===== src/rtl/game_ring.sv =====
// Turn-taking ring game: players press buttons in turn, and move codes advance the turn.
// Out-of-turn presses, bad codes and turn timeouts end the round with a recorded loser.
module game_ring #(
    parameter int unsigned N_PLAYERS = 6,
    parameter int unsigned TIMEOUT   = 1000,
    parameter int unsigned DIR_LEFT  = 1,
    localparam int unsigned PW       = $clog2(N_PLAYERS + 1)
) (
    input  logic                     clk,
    input  logic                     reset,
    input  logic [3*N_PLAYERS-1:0]   move,
    input  logic [N_PLAYERS-1:0]     press,
    input  logic                     start,
    output logic [PW-1:0]            turn,
    output logic [PW-1:0]            loser,
    output logic                     lost,
    output logic [7:0]               move_cnt
);

    localparam int unsigned TW = (TIMEOUT > 1) ? $clog2(TIMEOUT) : 1;

    localparam logic [1:0] StIdle = 2'd0;
    localparam logic [1:0] StPlay = 2'd1;
    localparam logic [1:0] StLost = 2'd2;

    logic [1:0]           state_q, state_d;
    logic [PW-1:0]        turn_q, turn_d;
    logic [PW-1:0]        loser_q, loser_d;
    logic [7:0]           cnt_q, cnt_d;
    logic [TW-1:0]        timer_q, timer_d;
    logic [N_PLAYERS-1:0] press_q;
    logic [N_PLAYERS-1:0] rise, cur_mask, others;
    logic [2:0]           cur_code;
    logic [PW-1:0]        first_other;

    // Player numbers are 1-based; step around the ring in the configured direction.
    function automatic logic [PW-1:0] advance(input logic [PW-1:0] t, input int unsigned step);
        int unsigned idx;
        if (DIR_LEFT != 0) begin
            idx = (32'(t) - 1 + step) % N_PLAYERS;
        end else begin
            idx = (32'(t) - 1 + N_PLAYERS - step) % N_PLAYERS;
        end
        return PW'(idx + 1);
    endfunction

    always_comb begin
        rise     = press & ~press_q;
        cur_mask = '0;
        cur_code = '0;
        for (int unsigned k = 0; k < N_PLAYERS; k++) begin
            if (32'(turn_q) == k + 1) begin
                cur_mask[k] = 1'b1;
                cur_code    = move[3*k +: 3];
            end
        end
        others      = rise & ~cur_mask;
        // Scan downwards so the lowest-numbered offender wins.
        first_other = '0;
        for (int unsigned k = N_PLAYERS; k > 0; k--) begin
            if (others[k-1]) begin
                first_other = PW'(k);
            end
        end
    end

    always_comb begin
        state_d = state_q;
        turn_d  = turn_q;
        loser_d = loser_q;
        cnt_d   = cnt_q;
        timer_d = timer_q;
        case (state_q)
            StIdle: begin
                if (start) begin
                    state_d = StPlay;
                    turn_d  = PW'(1);
                    loser_d = '0;
                    cnt_d   = '0;
                    timer_d = '0;
                end
            end
            StPlay: begin
                if (|others) begin
                    state_d = StLost;
                    loser_d = first_other;
                    turn_d  = '0;
                end else if (|(rise & cur_mask)) begin
                    if (cur_code == 3'd2 || cur_code == 3'd1) begin
                        turn_d  = advance(turn_q, (cur_code == 3'd2) ? 1 : 2);
                        cnt_d   = (cnt_q == 8'hff) ? cnt_q : cnt_q + 8'd1;
                        timer_d = '0;
                    end else begin
                        state_d = StLost;
                        loser_d = turn_q;
                        turn_d  = '0;
                    end
                end else if (TIMEOUT != 0) begin
                    if (timer_q == TW'(TIMEOUT - 1)) begin
                        state_d = StLost;
                        loser_d = turn_q;
                        turn_d  = '0;
                    end else begin
                        timer_d = timer_q + 1'b1;
                    end
                end
            end
            StLost: begin
                if (start) begin
                    state_d = StPlay;
                    turn_d  = loser_q;
                    loser_d = '0;
                    cnt_d   = '0;
                    timer_d = '0;
                end
            end
            default: begin
                state_d = StIdle;
                turn_d  = '0;
            end
        endcase
    end

    always_ff @(posedge clk) begin
        if (reset) begin
            state_q <= StIdle;
            turn_q  <= '0;
            loser_q <= '0;
            cnt_q   <= '0;
            timer_q <= '0;
            press_q <= '0;
        end else begin
            state_q <= state_d;
            turn_q  <= turn_d;
            loser_q <= loser_d;
            cnt_q   <= cnt_d;
            timer_q <= timer_d;
            press_q <= press;
        end
    end

    assign turn     = turn_q;
    assign loser    = loser_q;
    assign lost     = (state_q == StLost);
    assign move_cnt = cnt_q;

endmodule


===== config.mk =====
export PLATFORM = sky130hd
export DESIGN_NAME = game_ring
export DESIGN_NICKNAME = d
export VERILOG_FILES = /design/src/rtl/game_ring.sv
export SDC_FILE = /design/constraint.sdc
export NUM_CORES = 1
export LEC_CHECK = 0
export CAP_MARGIN = 0
export CORE_MARGIN = 3
export CORE_UTILIZATION = 55
export CTS_CLUSTER_DIAMETER = 40
export DETAILED_ROUTE_END_ITERATION = 10
export PLACE_DENSITY = 0.83
export SLEW_MARGIN = 20
export SYNTH_ARGS = -nofsm -noshare
export SYNTH_HDL_FRONTEND = slang
export SYNTH_SLANG_ARGS = --single-unit

===== constraint.sdc =====
create_clock -name clk -period 10.05 [get_ports clk]
set_input_delay 2.5125 -clock clk [delete_from_list [all_inputs] [get_ports clk]]
set_output_delay 2.5125 -clock clk [all_outputs]
set_load 0.03 [all_outputs]

==> summary.md <==
| Metric | Value |
|---|---|
| Max Cap Viol | `0` |
| Clk sink count | `32` |
| DR WL/cell | `15.2 um` |
| Switching power total | `88.6 uW` |
| Clk_skew | `0.00484 ns` |
| Tmin final | `6.08 ns` |
| Fillers | `348` |
| Post-CTS setup buffers | `0` |
| # IOs | `42` |
| Pre-antenna DRT Iters | `4` |
| Synth Instances | `311` |
| Hold Path Origin | `loser[1]$_SDFFE_PP0P_` |
| Crit. End Element | `flop` |
| Area Growth Syn to Fin | `21.1%` |
| Setup TNS | `0 ns` |
| WHS Path Cells | `2` |
| P_int | `250 uW` |
| Sequential power share | `0.393` |
| Num CTS Buffers | `5` |
| Gate power share | `0.208` |
| Die width | `72.3 um` |
| Ys async rst share | `0` |
| Leakage | `0.00103 uW` |
| Hold Path End | `loser[1]$_SDFFE_PP0P_` |
| Pwr Density | `115 mW/mm^2` |
| Delay-heaviest family, CP | `compound AO/OA/AOI/OAI gates` |
| Share of cells above drive strength 1 | `0.0496` |
| CP Buf/Inv Count | `1` |
| Syn_nets | `347` |
| CTS resizes | `0` |
| Post-route ant nets | `0` |
| Worst Path Arrival | `6.25 ns` |
| Cell mode on critical path | `ha_1` |
| Slew at the pin closest to its max-slew limit | `0.985 ns` |
| Top cells by area, synth | `dfxtp_1 (26%), a21oi_1 (5.6%), xnor2_1 (4.7%)` |
| Unrepaired setup endpoints after global routing | `false` |
| Gr usage total | `0.234` |
| Worst hold slack | `0.509 ns` |
| Crit Path Category | `in -> reg` |
| Total Power | `339 uW` |
| Worst-path cell chain | `clkdlybuf4s50_1 -> a21oi_1 -> a221o_1 -> a211oi_1 -> nand2_1 -> xnor2_1 -> ha_1 -> nand2b_1 -> or4_1 -> o21bai_1 -> o311a_1 -> nand3_1 -> ha_1 -> nor4bb_1 -> a22oi_1 -> o21ai_0` |
| Final wirelength | `5.98 mm` |
| Vias in the first global route | `2189` |
| Final GP Congestion | `0.878` |
| Post-Synthesis Cell Area | `0.00242 mm^2` |
| Peak supply drop | `110 uV` |
| Seq/Total Area, Yosys | `0.265` |
| Cell taking the most area after synthesis | `dfxtp_1` |
| Number of hold buffers added after cts | `0` |
| Die H | `72.3 um` |
| Worst Hold Class | `reg -> reg` |
| Starting Density | `0.588` |
| DRC viols | `0` |
| Fin crit share | `0.605` |
| Clock Tree Root | `clkbuf_8` |
| Most common cell in the netlist | `dfxtp_1` |
| Detailed Route Iter0 Violations | `147` |
| Synth cell count leaders | `dfxtp_1 (32), a21oi_1 (27), nor2_1 (24), nand2_1 (20), nor2b_1 (15)` |
| H-tree depth | `2` |
| DIE AREA | `0.00523 mm^2` |
| CP Data Required Time | `10.21 ns` |
| Slowest stage cell on the critical path | `a211oi_1` |
| Nets | `378` |
| Syn Area/Cell | `7.78 um^2` |
| Max-slew headroom | `0.342` |
| Startpoint types | `input port` |
| Core area | `0.00412 mm^2` |
| Max clock buf depth | `2` |
| WP depth | `16` |
| # rows | `23` |
| Max Slew Vio Count | `0` |
| Setup violators final | `0` |
| Fmax | `164 MHz` |
| Number of library cell types mapped by synthesis | `62` |
| First-pass GRT wire length | `9.97 mm` |
| Initial antenna violation count | `0` |
| # diodes | `0` |
| Worst-Skew Late Latency | `0.28 ns` |
| Crit-path max cell delay | `0.50 ns` |
| Via count | `2421` |
| Power share of the clock group | `0.399` |
| Synth warn | `0` |
| Status | `completed` |
| DP HPWL | `4.34 mm` |
| Net Sw Frac | `0.261` |
| RR Startpoint | `turn[0]$_SDFFE_PP0P_` |
| Vias per inst | `6.16` |
| Final hold violation count | `0` |
| TritonCTS clock tree | `done` |
| Post-synth top area share | `0.265` |
| Leading register cell type out of synthesis | `dfxtp_1` |
| EDFF count, synth | `0` |
| CP max FO | `11` |
| Reg2Reg Depth | `17` |
| Yosys reg bits | `32` |
| Reg-to-reg endpoint | `turn[2]$_SDFFE_PP0P_` |
| Largest net degree at the start of global routing | `29` |
| R2r setup slk | `5.35 ns` |
| I/O Buffers | `41` |
| Clock Pin Slew Worst Setup and Hold Paths | `0.07 ns` |
| Grt total ovfl | `0` |
[through the flow]
step | setup WS (ns) | utilization | area, um^2 | cells
CTS | 4.04 | 0.713 | 2930 | 393
floorplan | 4.72 | - | 2420 | 311
finish | 3.97 | 0.713 | 2930 | 393
global placement | 3.87 | 0.682 | 2810 | 385
detailed placement | 3.75 | 0.682 | 2810 | 385
global route | 3.60 | 0.713 | 2930 | 393
[per-layer routing]
metal	track usage	vias to the layer above	wire length, um
li1	-	1200	-
met1	0.336	1137	2820
met2	0.360	73	2740
met3	0.0332	11	324
met4	0.0710	0	99
met5	0	-	0
[flip-flops by register name (all words and copies together), names as in the netlist]
name	cells
loser	3
move_cnt	8
press_q	6
state_q	2
timer_q	10
turn	3
[layout by cell type (no fill, tap or decap), drive strengths merged, types with 9 or more instances in the layout]
master,instances
inv,13
o21ai,13
or3,9
nand3,15
nand2b,11
nand2,21
clkdlybuf4s50,41
nor2,24
xnor2,13
a21oi,28
dfxtp,32
ha,9
nor2b,15
[cell families (layout without fill, tap and decap cells)]
group,count (synthesis),in the layout,share of synthesized area
AO/OA/AOI/OAI,90,90,0.263
flip-flops,32,32,0.265
adder cells (fa/ha/maj),9,9,0.0465
AND/OR/NAND/NOR,132,132,0.303
multiplexers,4,4,0.0165
buffers and inverters,30,62,0.0563
XOR/XNOR,14,14,0.0506
[power groups by stage]
stage | Sequential [uW] | Clock, uW | Combinational [uW]
floorplan | 136 | 0 | 47.7
global placement | 136 | 0 | 67.5
detailed placement | 136 | 0 | 69.0
CTS | 133 | 136 | 69.9
global route | 134 | 141 | 77.5
finish | 133 | 135 | 70.5
[cell type report]
cell class	count	area [um^2]	area share
Sequential cell	32	641	0.218
Multi-Input combinational cell	249	1640	0.561
Tap cell	50	62.6	0.0213
Inverter	13	48.8	0.0166
Timing Repair Buffer	41	410	0.140
Clock buffer	7	96.3	0.0328
Clock inverter	1	30.0	0.0102
[worst reg2reg max path, stage by stage, from the launching register on]
cell      delay [ns]
dfxtp_1         0.53
inv_1           0.22
ha_1            0.43
nand3b_1        0.24
a221o_1         0.35
a211oi_1        0.47
nand2_1         0.19
xnor2_1         0.17
ha_1            0.48
nand2b_1        0.16
or4_1           0.44
o21bai_1        0.18
o311a_1         0.13
nand3_1         0.09
ha_1            0.16
nor4bb_1        0.05
a22oi_1         0.18
o21ai_0         0.10
[how the worst max path moves through the flow]
stage,start,endpoint
5_1_grt,move[13],turn[2]$_SDFFE_PP0P_
4_1_cts,move[13],turn[2]$_SDFFE_PP0P_
3_3_place_gp,move[13],turn[2]$_SDFFE_PP0P_
6_report,move[13],turn[2]$_SDFFE_PP0P_
3_5_place_dp,move[13],turn[2]$_SDFFE_PP0P_
2_1_floorplan,move[13],turn[2]$_SDFFE_PP0P_
No activity file was read; power rests on OpenSTA's default activity.
